`src/rtl/hazard_unit.sv`:
```
// rtl/hazard_unit.sv - pipeline hazard unit: forwarding selects, load/branch stalls, divide stall FSM
module hazard_unit #(
  parameter int DIV_CYCLES = 32
) (
  input  logic       clk,
  input  logic       rst,
  input  logic [4:0] rs_d,
  input  logic [4:0] rt_d,
  input  logic       branch_d,
  input  logic [4:0] rs_e,
  input  logic [4:0] rt_e,
  input  logic [4:0] writereg_e,
  input  logic       regwrite_e,
  input  logic       memtoreg_e,
  input  logic       div_e,
  input  logic [4:0] writereg_m,
  input  logic       regwrite_m,
  input  logic       memtoreg_m,
  input  logic [4:0] writereg_w,
  input  logic       regwrite_w,
  output logic       forwardad,
  output logic       forwardbd,
  output logic [1:0] forwardae,
  output logic [1:0] forwardbe,
  output logic       stall_f,
  output logic       stall_d,
  output logic       stall_e,
  output logic       flush_e,
  output logic       div_start,
  output logic       div_busy,
  output logic       div_done
);

  localparam logic [1:0] IDLE = 2'd0;
  localparam logic [1:0] BUSY = 2'd1;
  localparam logic [1:0] DONE = 2'd2;

  // Last BUSY count value; BUSY spans counts 0..DIV_CYCLES-1.
  localparam logic [4:0] CNT_LAST = 5'(DIV_CYCLES - 1);

  logic [1:0] state;
  logic [4:0] cnt;
  logic       lwstall;
  logic       branchstall;
  logic       divstall;

  // EX operand forwarding: the younger MEM result wins over WB; r0 never forwards.
  always_comb begin
    forwardae = 2'b00;
    if (rs_e != 5'd0 && regwrite_m && rs_e == writereg_m)
      forwardae = 2'b10;
    else if (rs_e != 5'd0 && regwrite_w && rs_e == writereg_w)
      forwardae = 2'b01;

    forwardbe = 2'b00;
    if (rt_e != 5'd0 && regwrite_m && rt_e == writereg_m)
      forwardbe = 2'b10;
    else if (rt_e != 5'd0 && regwrite_w && rt_e == writereg_w)
      forwardbe = 2'b01;
  end

  assign forwardad = (rs_d != 5'd0) & regwrite_m & (rs_d == writereg_m);
  assign forwardbd = (rt_d != 5'd0) & regwrite_m & (rt_d == writereg_m);

  assign lwstall = memtoreg_e & (rt_e != 5'd0) & ((rt_e == rs_d) | (rt_e == rt_d));

  // A branch in ID needs its operands now: wait on an EX writer or a MEM load.
  assign branchstall = branch_d &
    ((regwrite_e & (writereg_e != 5'd0) & ((writereg_e == rs_d) | (writereg_e == rt_d))) |
     (memtoreg_m & (writereg_m != 5'd0) & ((writereg_m == rs_d) | (writereg_m == rt_d))));

  // Status is masked during reset because state only clears at the next edge.
  assign div_start = ~rst & (state == IDLE) & div_e;
  assign div_busy  = ~rst & (state == BUSY);
  assign div_done  = ~rst & (state == DONE);
  assign divstall  = div_start | div_busy;

  // Stall/flush arbitration: the divide freezes everything and must not flush its own EX slot.
  always_comb begin
    stall_f = 1'b0;
    stall_d = 1'b0;
    stall_e = 1'b0;
    flush_e = 1'b0;
    if (!rst) begin
      if (divstall) begin
        stall_f = 1'b1;
        stall_d = 1'b1;
        stall_e = 1'b1;
      end else begin
        stall_f = lwstall | branchstall;
        stall_d = lwstall | branchstall;
        flush_e = lwstall | branchstall;
      end
    end
  end

  // Divide sequencer: IDLE -> BUSY for DIV_CYCLES cycles -> DONE for one cycle -> IDLE.
  always_ff @(posedge clk) begin
    if (rst) begin
      state <= IDLE;
      cnt   <= 5'd0;
    end else begin
      case (state)
        IDLE: begin
          if (div_e) begin
            state <= BUSY;
            cnt   <= 5'd0;
          end
        end
        BUSY: begin
          if (cnt == CNT_LAST)
            state <= DONE;
          else
            cnt <= cnt + 5'd1;
        end
        DONE:    state <= IDLE;
        default: state <= IDLE;
      endcase
    end
  end

endmodule

```
`config.mk`:
```
export PLATFORM = sky130hd
export DESIGN_NAME = hazard_unit
export DESIGN_NICKNAME = d
export VERILOG_FILES = /design/src/rtl/hazard_unit.sv
export SDC_FILE = /design/constraint.sdc
export NUM_CORES = 1
export LEC_CHECK = 0
export BUFFER_PORTS_ARGS = -buffer_cell sky130_fd_sc_hd__buf_2
export CORE_ASPECT_RATIO = 0.6
export CORE_MARGIN = 1.5
export CORE_UTILIZATION = 35
export CTS_BUF_LIST = sky130_fd_sc_hd__clkbuf_2
export DETAILED_ROUTE_END_ITERATION = 12
export PLACE_DENSITY_LB_ADDON = 0.08
export SLEW_MARGIN = 20
export SYNTH_ARGS = -nofsm -noshare
export SYNTH_HDL_FRONTEND = slang
export SYNTH_SLANG_ARGS = --single-unit
```
`constraint.sdc`:
```
create_clock -name clk -period 2.8 [get_ports clk]
set_input_delay 0.56 -clock clk [delete_from_list [all_inputs] [get_ports clk]]
set_output_delay 0.56 -clock clk [all_outputs]
set_load 0.005 [all_outputs]
```
==> impl_metrics.ini, run 1 <==
[cts]
clock_latency_ns = 0.24
cts-resized-gates = 0
cts-root-buf = clkbuf_2
cts_made_buffers = 3
h-tree-depth = 1
postCtsSetupBuffers = 0
cts.sinks = 7
cts_hold_buf = 0
clk_pin_slew_worst_paths_ns = 0.08
cts_buffer_depth = 2
cts_tree = done

[pwr]
combPwrFrac = 0.492
power.share.clock = 0.220
leakagePower_nw = 0.589
power_mw = 0.362
seqPwrFrac = 0.288
max-vdd-ir-drop_uv = 157
power-per-cell-area_nw_per_um2 = 255
internal_power_mw = 0.227
p_switching_mw = 0.135
swShare = 0.372

[critical_path]
slowest_stage = or4_4
timing.rr.start = cnt[0]
startpoint = rt_e[1]
arrival_ns = 1.91
worstSetupStartpointType = input pin
r2r_slack_ns = 0.81
worstRegToRegCells = 6
worst_r2r_endpoint = cnt[3]
worst-setup-path-type = input pin to output pin
crit_path_end = stall_d
cp_num_cells = 7
crit_buf_inv = 2
critPathTopFamily = simple AND/OR/NAND/NOR gates
path_cells = buf_2 -> or4_4 -> nor2_4 -> nor2b_1 -> a22oi_2 -> a31oi_1 -> buf_2
cp_max_fo = 5
end_kind = output pin
path_common_cell = buf_2
required_ns = 2.24
critical-path-max-stage-delay_ns = 0.55

[place]
dp_cells = 234
gp_congestion = 0.847
place_hpwl_um = 2810
placed_cell_area_um2 = 1400
dp_slack_ns = 0.318
portBuffers = 56

[sta]
fin_setup_tns_ns = 0
worst_slew_pin_slew_ns = 0.288
max_freq_mhz = 404
rsz0062_at_grt = false
min_period_ns = 2.47
slew-limit-headroom = 0.807
worst_slack_ns = 0.327
whs_ns = 0.515
min_period_over_period = 0.883
setup_viol = 0
final_max_slew_viol_count = 0
hold_viol_final = 0
skew_ns = 0.00286

[die]
core_area_um2 = 2970
dieArea_um2 = 3590
io_pins = 57
num_rows = 15
die_h_um = 47.0
initial_utilization = 0.381
fp.dieW_um = 76.4

[finish]
drive_above_1_share = 0.342
multiInputGateArea_um2 = 915
register_area_um2 = 140
syn_to_final_growth_pct = 25.4
utilization = 0.478
n_antenna_cell = 0
instances_no_fill = 238
fin_area_um2 = 1420
fill_cells = 318
final_nets = 243

[yosys]
synth_flop_cell = dfxtp_1
synthTopCellsByArea = xnor2_1 34%, dfxtp_1 12%, xor2_1 4.6%
async_flop_share = 0
synth_common_cells = 44 x xnor2_1, 11 x nand2_1, 11 x nor2_1, 7 x dfxtp_1, 7 x nand3_1
postSynthCellCount = 146
synth_area_per_cell_um2 = 7.75
synth.top_cell.area_share = 0.341
yosys.area.top_type = xnor2_1
synth_seq_area_share = 0.124
syn-num-nets = 192
yosysMostFrequentCell = xnor2_1
ys_ff_latch = 7
yosys_warnings = 0
synth_edf_count = 0
synth_cell_type_count = 38
synth_area_um2 = 1130

[drt]
final_antenna_net_count = 0
first_iter_violations = 44
wl_per_cell_um = 13.8
vias = 1205
post-route-drc-count = 0
via_per_inst = 5.06
first_pass_iters = 6
finalWirelength_um = 3290

[global_routing]
grt_busiest_layer = met1
grt_util_met3 = 0.0524
antenna_found_initial = 0
track_usage = 0.197
grt_pass1_wl_um = 5390
grt_util_met2 = 0.289
grt_pass1_vias = 1066
use_met1 = 0.294
grt.overflow.total = 0
grt_max_degree = 9

[job]
maxCapViolations = 0

[min_path]
hold_class = flop to flop

[run_status]
status = finished clean
-- logic make-up after synthesis --
kind of cell,count (synthesis),share of synthesized area
xor gates and xnor gates,50,0.387
adders and majority gates,2,0.0221
muxes,1,0.00996
and+or+nand+nor,56,0.273
DFF,7,0.124
buffers and inverters,12,0.0675
AOI/OAI and AO/OA,18,0.116
-- metal layers --
layer  vias up  share of wire
met5         -              0
met1       553           0.55
li1        601              -
met2        51           0.38
met4         0              0
met3         0          0.069
-- registers in the layout, summed over array words and instances (netlist names) --
name   cells
state      2
cnt        5
-- placed cells by master, fill, tap and decap left out, types with 3 or more instances in the layout --
cell type	n
buf_2	56
o21ai_0	3
o311a_1	3
xor2_1	6
dfxtp_1	7
nand2_1	11
nor3_1	4
clkbuf_2	4
nor2_1	11
xnor2_1	44
or3_1	5
nand3_1	7
nand4_1	4
-- worst register-to-register path: stages (launching register included) --
cell and delay [ns]:
dfxtp_1 0.34, ha_1 0.23, and3_1 0.19, ha_1 0.25
a211o_1 0.40, or3_1 0.36, a21oi_1 0.16
-- worst min-delay path by stage --
stage	startpoint	endpoint	slack, ns	depth (start not counted)
after floorplan	cnt[3]	cnt[3]	0.46	2
after global placement	cnt[3]	cnt[3]	0.47	2
after detailed placement	cnt[4]	cnt[4]	0.51	2
after CTS	cnt[4]	cnt[4]	0.52	2
after global routing	cnt[4]	cnt[4]	0.55	2
final	cnt[4]	cnt[4]	0.52	2
-- power by group through the flow --
stage	Clock (mW)	Sequential, mW	Combinational, mW
after CTS	0.0820	0.104	0.179
final	0.0795	0.104	0.178
after floorplan	0	0.106	0.114
after global placement	0	0.106	0.176
after global routing	0.0879	0.105	0.197
after detailed placement	0	0.107	0.178
-- final cells by class --
cell class                 count  area share
tap                           42      0.0370
clock buffer                   4      0.0141
inverter                       1     0.00265
sequential                     7      0.0988
multi-input combinational    127       0.645
timing repair buffer          57       0.203
Power figures use the tool's default switching activity.
==> run 2, diff against run 1 <==
--- a/config.mk
+++ b/config.mk
@@ -8,10 +8,11 @@
 export BUFFER_PORTS_ARGS = -buffer_cell sky130_fd_sc_hd__buf_2
 export CORE_ASPECT_RATIO = 0.6
 export CORE_MARGIN = 1.5
-export CORE_UTILIZATION = 35
+export CORE_UTILIZATION = 47
 export CTS_BUF_LIST = sky130_fd_sc_hd__clkbuf_2
 export DETAILED_ROUTE_END_ITERATION = 12
 export PLACE_DENSITY_LB_ADDON = 0.08
+export REMOVE_ABC_BUFFERS = 1
 export SLEW_MARGIN = 20
 export SYNTH_ARGS = -nofsm -noshare
 export SYNTH_HDL_FRONTEND = slang
==> run 2 against run 1 <==
Net effect: clock power decreased by 3.8%; clock skew increased by 0.0037 ns; cell count decreased by 5.0%; critical endpoint is now flush_e; core utilization increased by 16 points; sequential cell count unchanged; critical path type unchanged; worst setup slack improved by 0.0073 ns; non-clock buffer count unchanged; global-route usage increased by 5.5 points; first-iteration DRC count increased by 57%.
==> impl_metrics.ini, run 2 (synthesized netlist as in run 1, its figures left out) <==
[run_status]
status = finished clean

[cts]
cts_buffer_depth = 2
cts-root-buf = clkbuf_2
clock_latency_ns = 0.24
cts_tree = done
clk_pin_slew_worst_paths_ns = 0.08
cts_hold_buf = 0
cts-resized-gates = 0
cts.sinks = 7
h-tree-depth = 1
cts_made_buffers = 3
postCtsSetupBuffers = 0

[global_routing]
antenna_found_initial = 0
grt_busiest_layer = met2
use_met1 = 0.366
grt_pass1_vias = 1033
grt_util_met3 = 0.0495
grt_util_met2 = 0.395
track_usage = 0.252
grt.overflow.total = 0
grt_max_degree = 9
grt_pass1_wl_um = 4910

[sta]
rsz0062_at_grt = false
min_period_over_period = 0.881
whs_ns = 0.494
final_max_slew_viol_count = 0
slew-limit-headroom = 0.774
setup_viol = 0
hold_viol_final = 0
fin_setup_tns_ns = 0
max_freq_mhz = 406
min_period_ns = 2.47
worst_slew_pin_slew_ns = 0.337
skew_ns = 0.00659

[pwr]
swShare = 0.371
combPwrFrac = 0.499
power-per-cell-area_nw_per_um2 = 257
power.share.clock = 0.212
seqPwrFrac = 0.289
leakagePower_nw = 0.589
internal_power_mw = 0.227
max-vdd-ir-drop_uv = 211
p_switching_mw = 0.134
power_mw = 0.361

[critical_path]
path_cells = buf_2 -> xnor2_1 -> nand3_1 -> nor3_1 -> o2111ai_1 -> a211oi_1 -> buf_2
critical-path-max-stage-delay_ns = 0.31
startpoint = writereg_m[1]
timing.rr.start = cnt[0]
required_ns = 2.24
worst_r2r_endpoint = cnt[3]
worstRegToRegCells = 6
worst-setup-path-type = input pin to output pin
slowest_stage = nor3_1
arrival_ns = 1.91
path_common_cell = buf_2
end_kind = output pin
crit_path_end = flush_e
r2r_slack_ns = 0.86
cp_max_fo = 5
worstSetupStartpointType = input pin

[die]
fp.dieW_um = 66.3
die_h_um = 41
core_area_um2 = 2210
initial_utilization = 0.511
io_pins = 57
dieArea_um2 = 2720
num_rows = 13

[min_path]
hold_class = flop to flop

[finish]
top_register = cnt
syn_to_final_growth_pct = 24.1
drive_above_1_share = 0.342
largestRegisters = cnt x5, state x2
fill_cells = 215
final_cell_mix = 56 x buf_2, 44 x xnor2_1, 11 x nor2_1, 11 x nand2_1
final_nets = 243
largest_reg_flops = 5
layout_commonest_cell = buf_2
n_antenna_cell = 0

[place]
gp_congestion = 0.777
place_hpwl_um = 2670
portBuffers = 56

[drt]
final_antenna_net_count = 0
via_per_inst = 5.33
wl_per_cell_um = 14.1
first_pass_iters = 4
vias = 1204
finalWirelength_um = 3190
post-route-drc-count = 0
first_iter_violations = 69

[job]
maxCapViolations = 0
-- run 2: cell counts in the layout (fill, tap and decap cells not counted) --
No cell type changed its count.
-- run 2: power by group through the flow --
stage / clock, mW / sequential, mW / combinational (mW)
global route: 0.0889 / 0.105 / 0.198
global placement: 0 / 0.106 / 0.173
detailed placement: 0 / 0.107 / 0.179
finish: 0.0765 / 0.104 / 0.180
floorplan: 0 / 0.106 / 0.0942
CTS: 0.0809 / 0.104 / 0.179
-- run 2: layout make-up --
class                           instances  area [um2]  area share
Sequential cell                         7         140      0.0998
Clock buffer                            4        20.0      0.0143
Tap cell                               30        37.5      0.0267
Inverter                                1        3.75     0.00267
Timing Repair Buffer                   57         288       0.205
Multi-Input combinational cell        127         915       0.652
-- run 2: layer usage --
metal	vias to the layer above	share of wire
li1	606	-
met1	521	0.48
met2	77	0.39
met3	0	0.12
met4	0	0
met5	-	0
-- run 2: critical path, delay by kind of cell --
family | cells | cell delay, ns
AOI/OAI and AO/OA | 2 | 0.43
buffers and inverters | 2 | 0.29
and+or+nand+nor | 2 | 0.42
xor gates and xnor gates | 1 | 0.20
-- run 2: worst min path at each step --
stage,startpoint,end,depth (start not counted)
floorplan,cnt[3],cnt[3],2
global placement,cnt[3],cnt[3],2
detailed placement,cnt[3],cnt[3],2
CTS,cnt[3],cnt[3],2
global route,cnt[0],cnt[0],2
finish,cnt[3],cnt[3],2
-- run 2: per-stage QoR --
step                      utilization  setup WS, ns  instance area [um2]  std cells
after floorplan                     -         0.659                 1060        135
after global placement          0.626         0.359                 1380        222
after detailed placement        0.626         0.343                 1380        222
after CTS                       0.635         0.336                 1400        226
after global routing            0.635         0.162                 1400        226
final                           0.635         0.334                 1400        226
==> run 3, diff against run 2 <==
--- a/config.mk
+++ b/config.mk
@@ -5,12 +5,12 @@
 export SDC_FILE = /design/constraint.sdc
 export NUM_CORES = 1
 export LEC_CHECK = 0
-export BUFFER_PORTS_ARGS = -buffer_cell sky130_fd_sc_hd__buf_2
 export CORE_ASPECT_RATIO = 0.6
 export CORE_MARGIN = 1.5
-export CORE_UTILIZATION = 47
+export CORE_UTILIZATION = 30
 export CTS_BUF_LIST = sky130_fd_sc_hd__clkbuf_2
 export DETAILED_ROUTE_END_ITERATION = 12
+export DONT_BUFFER_PORTS = 1
 export PLACE_DENSITY_LB_ADDON = 0.08
 export REMOVE_ABC_BUFFERS = 1
 export SLEW_MARGIN = 20
==> run 3 against run 2 <==
Net effect: cell count is 17% lower; design area down 18%; count of clock-buffer cells in the layout is the same; die area increased by 53%; fmax increased by 12%; critical path depth decreased by 2; power shrank 20%; sequential power is essentially flat; via count shrank 16%; register-to-register slack improved by 0.02 ns; core utilization down 32 points; highest routed layer unchanged.
==> impl_metrics.ini, run 3 (synthesized netlist as in run 1, its figures left out) <==
[cts]
cts_tree = done
clock_latency_ns = 0.24
cts.sinks = 7
postCtsSetupBuffers = 0
cts-root-buf = clkbuf_2
clk_pin_slew_worst_paths_ns = 0.08
cts-resized-gates = 0
cts_hold_buf = 0
cts_buffer_depth = 2
cts_made_buffers = 3
h-tree-depth = 1

[job]
maxCapViolations = 0

[finish]
instances_no_fill = 187
n_antenna_cell = 0
final_nets = 187
largest_reg_flops = 5
fill_cells = 403
utilization = 0.315
syn_to_final_growth_pct = 1.22
final_cell_mix = 44 x xnor2_1, 11 x nor2_1, 11 x nand2_1, 7 x nand3_1, 7 x dfxtp_1
largestRegisters = cnt x5, state x2
layout_commonest_cell = xnor2_1
top_register = cnt
drive_above_1_share = 0.0786

[place]
place_hpwl_um = 2650
gp_congestion = 0.783
portBuffers = 0
dp_cells = 183

[sta]
final_max_slew_viol_count = 0
whs_ns = 0.373
rsz0062_at_grt = false
skew_ns = 0.00322
slew-limit-headroom = 0.734
min_period_ns = 2.19
hold_viol_final = 0
min_period_over_period = 0.784
worst_slew_pin_slew_ns = 0.395
fin_setup_tns_ns = 0
max_freq_mhz = 456
setup_viol = 0

[die]
fp.dieW_um = 82.3
die_h_um = 50.6
dieArea_um2 = 4160
core_area_um2 = 3640
initial_utilization = 0.311
num_rows = 17
io_pins = 57

[pwr]
max-vdd-ir-drop_uv = 159
power-per-cell-area_nw_per_um2 = 254
leakagePower_nw = 0.350

[critical_path]
end_kind = output pin
required_ns = 2.24
cp_max_fo = 5
worst-setup-path-type = input pin to output pin
worstSetupStartpointType = input pin
arrival_ns = 1.63

[drt]
first_iter_violations = 59
wl_per_cell_um = 16.8
vias = 1007
via_per_inst = 5.39
finalWirelength_um = 3140
post-route-drc-count = 0
final_antenna_net_count = 0
first_pass_iters = 4

[global_routing]
grt.overflow.total = 0
track_usage = 0.161
antenna_found_initial = 0
grt_pass1_wl_um = 5020
grt_pass1_vias = 1050
grt_max_degree = 9

[run_status]
status = finished clean

[min_path]
hold_class = input pin to flop
-- run 3: layout make-up --
| cell class | count | area [um2] | share of cell area |
|---|---|---|---|
| inverters | 1 | 3.75 | 0.00328 |
| well taps | 47 | 58.8 | 0.0514 |
| repair buffers | 1 | 7.51 | 0.00656 |
| flip-flops and latches | 7 | 140 | 0.122 |
| clock buffers | 4 | 20.0 | 0.0175 |
| multi-input cells | 127 | 915 | 0.799 |
-- run 3: metal layers --
metal,global-route usage,part of all wire,up-vias
li1,-,-,497
met1,0.251,0.53,461
met2,0.215,0.36,49
met3,0.0473,0.11,0
met4,0.0198,0,0
met5,0,0,-
-- run 3: per-stage QoR --
step | area [um2] | worst slack [ns] | power [mW]
detailed placement | 1120 | 0.584 | 0.213
floorplan | 1060 | 0.659 | 0.200
global route | 1140 | 0.473 | 0.317
global placement | 1120 | 0.582 | 0.212
finish | 1140 | 0.606 | 0.290
CTS | 1140 | 0.581 | 0.294
-- run 3: path summary, 6_finish.rpt --
path         depth (start not counted)  slack [ns]        to     startpoint
min                                  1        0.37  state[0]            rst
max                                  5        0.61   flush_e  writereg_m[1]
min reg2reg                          2        0.50    cnt[4]         cnt[4]
max reg2reg                          6        0.88    cnt[3]         cnt[0]
-- run 3: power breakdown --
group	switching (mW)	internal, mW
Clock	0.0428	0.0380
Sequential	0.00258	0.102
Combinational	0.0404	0.0649
Total	0.0857	0.205
-- run 3: critical path, cell delays in order --
cell and delay, ns:
xnor2_1 0.14, nand3_1 0.10, nor3_1 0.29, o2111ai_1 0.22, a211oi_1 0.32
